### src/rtl/i2s_tx_channel.sv
// I2S slave transmit channel: serialises 32-bit FIFO words onto one or
// two data lines, timed by the master's WS and SCK (falling-edge flops).
module i2s_tx_channel (
    input  logic        sck_i,
    input  logic        rstn_i,
    input  logic [31:0] fifo_data_i,
    input  logic        fifo_data_valid_i,
    output logic        fifo_data_ready_o,
    output logic        fifo_err_o,
    input  logic        i2s_ws_i,
    output logic        i2s_ch0_o,
    output logic        i2s_ch1_o,
    input  logic        cfg_en_i,
    input  logic        cfg_2ch_i,
    input  logic [4:0]  cfg_wlen_i,
    input  logic        cfg_lsb_first_i
);

    logic [1:0]  r_ws_sync;
    logic        r_started;
    logic [4:0]  r_count_bit;
    logic [31:0] r_shift_ch0;
    logic [31:0] r_shift_ch1;
    logic [31:0] r_hold;

    logic        w_ws_edge;
    logic [4:0]  w_wlen_m1;
    logic        w_pop0;
    logic        w_pop1;
    logic        w_load;
    logic [31:0] w_word;

    assign w_ws_edge = r_ws_sync[1] ^ r_ws_sync[0];
    assign w_wlen_m1 = cfg_wlen_i - 5'd1;

    // In stereo the ch0 word is popped one cycle ahead so both lines load together
    assign w_pop0 = r_started &
                    (cfg_2ch_i ? (r_count_bit == w_wlen_m1)
                               : (r_count_bit == cfg_wlen_i));
    assign w_pop1 = r_started & cfg_2ch_i & (r_count_bit == cfg_wlen_i);
    assign w_load = cfg_2ch_i ? w_pop1 : w_pop0;

    // An empty FIFO yields a zero word so the slot still goes out on time
    assign w_word = fifo_data_valid_i ? fifo_data_i : 32'd0;

    assign fifo_data_ready_o = w_pop0 | w_pop1;
    assign fifo_err_o        = fifo_data_ready_o & ~fifo_data_valid_i;

    assign i2s_ch0_o = cfg_lsb_first_i ? r_shift_ch0[0]
                                       : r_shift_ch0[cfg_wlen_i];
    assign i2s_ch1_o = cfg_2ch_i &
                       (cfg_lsb_first_i ? r_shift_ch1[0]
                                        : r_shift_ch1[cfg_wlen_i]);

    // Synchronise WS and latch the enable only at WS transitions
    always_ff @(negedge sck_i or negedge rstn_i) begin
        if (!rstn_i) begin
            r_ws_sync <= 2'b00;
            r_started <= 1'b0;
        end else begin
            r_ws_sync <= {r_ws_sync[0], i2s_ws_i};
            if (w_ws_edge) begin
                r_started <= cfg_en_i;
            end
        end
    end

    // Free-running bit counter; idle preset makes the first pop follow start
    always_ff @(negedge sck_i or negedge rstn_i) begin
        if (!rstn_i) begin
            r_count_bit <= 5'd0;
        end else if (!r_started) begin
            r_count_bit <= cfg_2ch_i ? w_wlen_m1 : cfg_wlen_i;
        end else if (r_count_bit == cfg_wlen_i) begin
            r_count_bit <= 5'd0;
        end else begin
            r_count_bit <= r_count_bit + 5'd1;
        end
    end

    // Load words at pop points, otherwise shift towards the active output bit
    always_ff @(negedge sck_i or negedge rstn_i) begin
        if (!rstn_i) begin
            r_shift_ch0 <= 32'd0;
            r_shift_ch1 <= 32'd0;
            r_hold      <= 32'd0;
        end else if (!r_started) begin
            r_shift_ch0 <= 32'd0;
            r_shift_ch1 <= 32'd0;
            r_hold      <= 32'd0;
        end else begin
            if (w_pop0 && cfg_2ch_i) begin
                r_hold <= w_word;
            end
            if (w_load) begin
                r_shift_ch0 <= cfg_2ch_i ? r_hold : w_word;
                r_shift_ch1 <= cfg_2ch_i ? w_word : 32'd0;
            end else if (cfg_lsb_first_i) begin
                r_shift_ch0 <= r_shift_ch0 >> 1;
                r_shift_ch1 <= r_shift_ch1 >> 1;
            end else begin
                r_shift_ch0 <= r_shift_ch0 << 1;
                r_shift_ch1 <= r_shift_ch1 << 1;
            end
        end
    end

endmodule

### config.mk
export PLATFORM = sky130hd
export DESIGN_NAME = i2s_tx_channel
export DESIGN_NICKNAME = d
export VERILOG_FILES = /design/src/rtl/i2s_tx_channel.sv
export SDC_FILE = /design/constraint.sdc
export NUM_CORES = 1
export LEC_CHECK = 0
export ABC_AREA = 1
export ABC_CLOCK_PERIOD_IN_PS = 2029
export CAP_MARGIN = 20
export CORE_MARGIN = 5
export CORE_UTILIZATION = 30
export DETAILED_ROUTE_END_ITERATION = 10
export PLACE_DENSITY = 0.6
export SYNTH_ARGS = -nofsm -noshare
export SYNTH_HDL_FRONTEND = slang
export SYNTH_SLANG_ARGS = --single-unit
### constraint.sdc
create_clock -name sck_i -period 2.03 [get_ports sck_i]
set_input_delay 0.406 -clock sck_i [delete_from_list [all_inputs] [get_ports sck_i]]
set_output_delay 0.406 -clock sck_i [all_outputs]
set_load 0.02 [all_outputs]
[Yosys cells after proc, flatten, opt, wreduce, memory -nomap -nowiden]
Index checks and enable logic that the tools add are counted.
Storage, ports and cells
  logic and storage cells: 43
  register bits after elaboration: 104
  bits in latches: 0
  output and inout port bits: 4
  memory bits (read-only): 0
  input bits: 44
  memories: 0
  memory bits (writable): 0
Operators by class
  multipliers: 0
  divide/modulo/power cells: 0
  bitwise logic cells: 8
  eq/ne operators: 3
  muxes and demuxes: 22
  shifts and indexed selects: 0
  reduce and logical (&&, ||, !) cells: 1
  $lt $le $gt $ge: 1
  $add $sub $neg: 2
Operators with widths (count)
  32-bit 2-to-1 mux: 11
  5-bit 2-to-1 mux: 3
  1-bit binary-select mux with 5-bit select: 2
  5-bit == test: 2
  5-bit by 6-bit less-than comparator with 1-bit output (second input constant): 1
  1-bit 2-to-1 mux: 6
  5-bit by 1-bit adder with 5-bit output (second input constant): 1
  1-bit bitwise AND: 5
  5-bit by 1-bit subtractor with 5-bit output (second input constant): 1
  2-bit by 1-bit inequality test with 1-bit output (second input constant): 1
  1-bit logical AND: 1
  1-bit NOT: 1
  1-bit OR: 1
  1-bit XOR: 1

[Logic depth before layout (Yosys ltp)]
  word-level depth: 7
  gate-level depth with buffers: 15
  gate-level depth less buffers: 12

==> impl_results.rst <==
.. list-table::
   :header-rows: 1

   * - Metric
     - Value
   * - Register clock-pin slew on the reported worst setup and hold paths
     - 0.05 ns
   * - Number of buffers added by the clock tree synthesis step
     - 9
   * - Maximum Capacitance Violations
     - 0
   * - Number of antenna violations at the first check in global routing
     - 0
   * - Post-route clock skew
     - 0.00501 ns
   * - Outcome
     - finished with violations
   * - Number of fill cells in the layout
     - 1971
   * - Via count of the first global-routing pass
     - 7000
   * - RSZ-0062 raised after global routing
     - true
   * - Worst setup path category
     - reg -> out
   * - Yosys reg bits
     - around 100
   * - Core Footprint
     - 21200 um^2
   * - Initial drt markers
     - 520
   * - Netlist area before placement
     - 6470 um^2
   * - Wire length of the first global-routing pass
     - 38600 um
   * - Post-detailed-placement half-perimeter wirelength
     - 14700 um
   * - Transition time at the pin with the least slew margin
     - 1.07 ns
   * - Count of final setup violators
     - 105
   * - Biggest area contributors in the synthesized netlist
     - dfrtn_1, nand2_1, o21ai_0, nand3_1, inv_1
   * - Crit path DAT
     - roughly 2.9 ns
   * - Delay contributed by the slowest stage of the critical path
     - 0.48 ns
   * - Clk_lat worst skew
     - roughly 0.36 ns
   * - VDD IR-drop max
     - 0.377 mV
   * - Global-route total usage across every layer
     - 20.0%
   * - Slew HR
     - 28.7%
   * - Dpl cells
     - 1316
   * - Remaining Overflow, GRT
     - 0
   * - Post-synthesis net count
     - 981
   * - Power per cell area
     - 674 nW/um^2
   * - Std-Cell Rows
     - 53
   * - Required time worst endpoint
     - 1.62 ns
   * - Via total after detailed routing
     - about 7000
   * - Number of primary I/O pins
     - 48
   * - Die Footprint
     - 24600 um^2
   * - Class of the tightest hold or removal check
     - reg -> reg
   * - Failing checks
     - negative setup slack
   * - Clock Sink Count
     - 104
   * - TritonCTS clock tree
     - done
   * - Number of routed nets with antenna violations
     - 0
   * - Fraction of post-synthesis cell area in the top cell type by area
     - 40.2%
   * - Crit Path Max Fanout
     - 4
   * - Growth of design area from synthesis to finish
     - 56.5%
   * - Wire length after detailed routing
     - approximately 24000 um
   * - Most frequent standard cell in the layout excluding fill and tap cells
     - nand2_1
   * - Type of element capturing the critical path
     - output port
   * - Total leakage power
     - 4.91 nW
   * - Routed vias/inst
     - 5.08
   * - Clock Tree Root
     - clkbuf_16
   * - Maximum root-to-sink buffer count
     - 2
   * - Synthesized area divided by synthesized cell count
     - 6.92 um^2
   * - Average wire per cell in the routed design
     - between 15 and 20 um
   * - Yosys warning count
     - 0
   * - Cell accounting for the most synthesized area
     - dfrtn_1
   * - Cell family with the largest share of critical-path delay
     - simple AND/OR/NAND/NOR gates
   * - Distinct cell type count of the synthesized netlist
     - 33
   * - Die width
     - ~160 um
   * - Die Span Y
     - 157 um
   * - Antenna fix cells
     - 0
   * - Post-Route Setup TNS
     - -69.22 ns
   * - Cell with the largest stage delay on the worst path
     - dfrtn_1
   * - Final worst-path setup slack
     - -1.27 ns
   * - Highest-count cells in the layout ignoring fill and taps
     - nand2_1, buf_4, dfrtn_1
   * - Pre-CTS setup slack
     - -1.50 ns
   * - Maximum number of pins on one net before global-route repair
     - 64
   * - Ratio of cells with drive above 1 in the final layout
     - between 30 and 40%
   * - Non-filler instance count after layout
     - between 1000 and 1500
   * - Proportion of synthesized chip area in sequential cells
     - between 40 and 50%
   * - Final estimated routing congestion in global placement
     - 0.858
   * - # port buffers
     - 47
   * - Sequence of cells on the critical path
     - nand2_2 -> nand2_4 -> nand3_4 -> nor2_4 -> nand2_4 -> nor2_4 -> inv_2 -> a21oi_2 -> buf_4
   * - Total buffers and inverters traversed by the critical path
     - 2
   * - CP startpoint kind
     - register
   * - 1st-pass router iterations
     - 5
   * - Number of max-slew violations in the final report
     - 0
   * - Drt drc
     - 0
   * - Starting density of the core
     - 30.6%
   * - Number of nets in the layout
     - 1144
   * - Post-synthesis cell count
     - 935
   * - Number of H-tree levels
     - 3
   * - Hold violation count in the final report
     - 0
   * - Hold bufs inserted after CTS
     - 0
[flip-flops by register name, summed over array words and instances (netlist names)]
register / cells
r_count_bit: 5
r_hold: 32
r_shift_ch0: 32
r_shift_ch1: 32
r_started: 1
r_ws_sync: 2
[per-layer routing]
layer / global-route usage (%) / vias to the layer above / wire length [um]
li1: - / 3396 / -
met1: 27.3 / 3350 / 10800
met2: 32.3 / 204 / 11400
met3: 2.27 / 51 / 1100
met4: 8.64 / 0 / 763
met5: 0 / - / 0
[Yosys cell counts]
cell type / number
o31ai_1: 3
o22ai_1: 2
inv_2: 6
inv_6: 1
o21ai_0: 91
nor2_2: 2
nand3_2: 2
nor2_1: 27
buf_1: 1
nor2_8: 1
o211ai_1: 9
buf_2: 21
nand3_1: 86
inv_1: 90
xor2_1: 5
nand2_1: 291
a31o_2: 1
nand4_2: 1
a211oi_1: 22
nand2_2: 1
dfrtn_1: 104
o21ai_1: 14
clkbuf_1: 43
o221ai_1: 1
nor2_4: 2
a31oi_1: 5
buf_6: 3
xnor2_1: 4
ha_1: 2
clkinv_2: 1
a21oi_1: 52
nand4_1: 33
buf_4: 8
[where the power goes]
| part | internal, mW | switching (mW) | total (mW) |
|---|---|---|---|
| clock network | 1.28 | 0.836 | 2.12 |
| logic | 1.04 | 1.29 | 2.33 |
| registers | 2.26 | 0.113 | 2.37 |
| total | 4.58 | 2.24 | 6.82 |
[final cells by class]
type / count / area, um^2 / share of cell area, %
tap: 275 / 344 / 3.40
multi-input combinational: 657 / 4090 / 40.4
inverter: 98 / 393 / 3.88
clock inverter: 4 / 98.8 / 0.976
timing repair buffer: 228 / 2340 / 23.1
clock buffer: 12 / 256 / 2.53
sequential: 104 / 2600 / 25.7
[path summary, 6_finish.rpt]
path / slack [ns] / end / startpoint / depth (start not counted)
setup / recovery: -1.27 / fifo_err_o / r_count_bit[0] / 9
setup reg to reg: -0.10 / r_count_bit[2] / r_started / 5
min in group asynchronous: 0.77 / r_shift_ch1[0] / rstn_i / 1
hold / removal: 0.35 / r_ws_sync[1] / r_ws_sync[0] / 0
hold reg to reg: 0.35 / r_ws_sync[1] / r_ws_sync[0] / 0
max in group asynchronous: 0.78 / r_hold[21] / rstn_i / 2
[worst register-to-register path, delay by kind of cell (launching register included)]
| kind | cells | cell delay [ns] |
|---|---|---|
| compound gates | 2 | 0.47 |
| flops | 1 | 0.45 |
| buf+inv | 3 | 1.06 |
[stage by stage]
| step | hold slack [ns] | cell area (um^2) | total power [mW] | util (%) |
|---|---|---|---|---|
| 6_report | 0.351 | 10100 | 6.82 | 47.9 |
| 5_1_grt | 0.358 | 10100 | 7.13 | 47.9 |
| 4_1_cts | 0.355 | 10100 | 6.72 | 47.7 |
| 3_5_place_dp | 0.353 | 8330 | 4.23 | 39.4 |
| 3_3_place_gp | 0.343 | 8330 | 4.21 | 39.4 |
| 2_1_floorplan | 0.332 | 6850 | 3.47 | - |
[what timing repair did]
action	4_1_cts	5_1_grt
cloned	9	1
gates resized for setup	284	34
pin swaps	37	25
buffers inserted	37	18
setup endpoints to repair	105	105
[logic make-up (layout without fill, tap and decap cells)]
family | after synthesis | after routing | share of synthesized area [%]
buffers and inverters | 174 | 342 | 11.4
AO/OA/AOI/OAI | 200 | 200 | 17.0
AND/OR/NAND/NOR | 446 | 446 | 29.7
adder cells (fa/ha/maj) | 2 | 2 | 0.387
XOR/XNOR | 9 | 9 | 1.22
flip-flops | 104 | 104 | 40.2
Note: power is estimated with default switching activity, not from simulation.
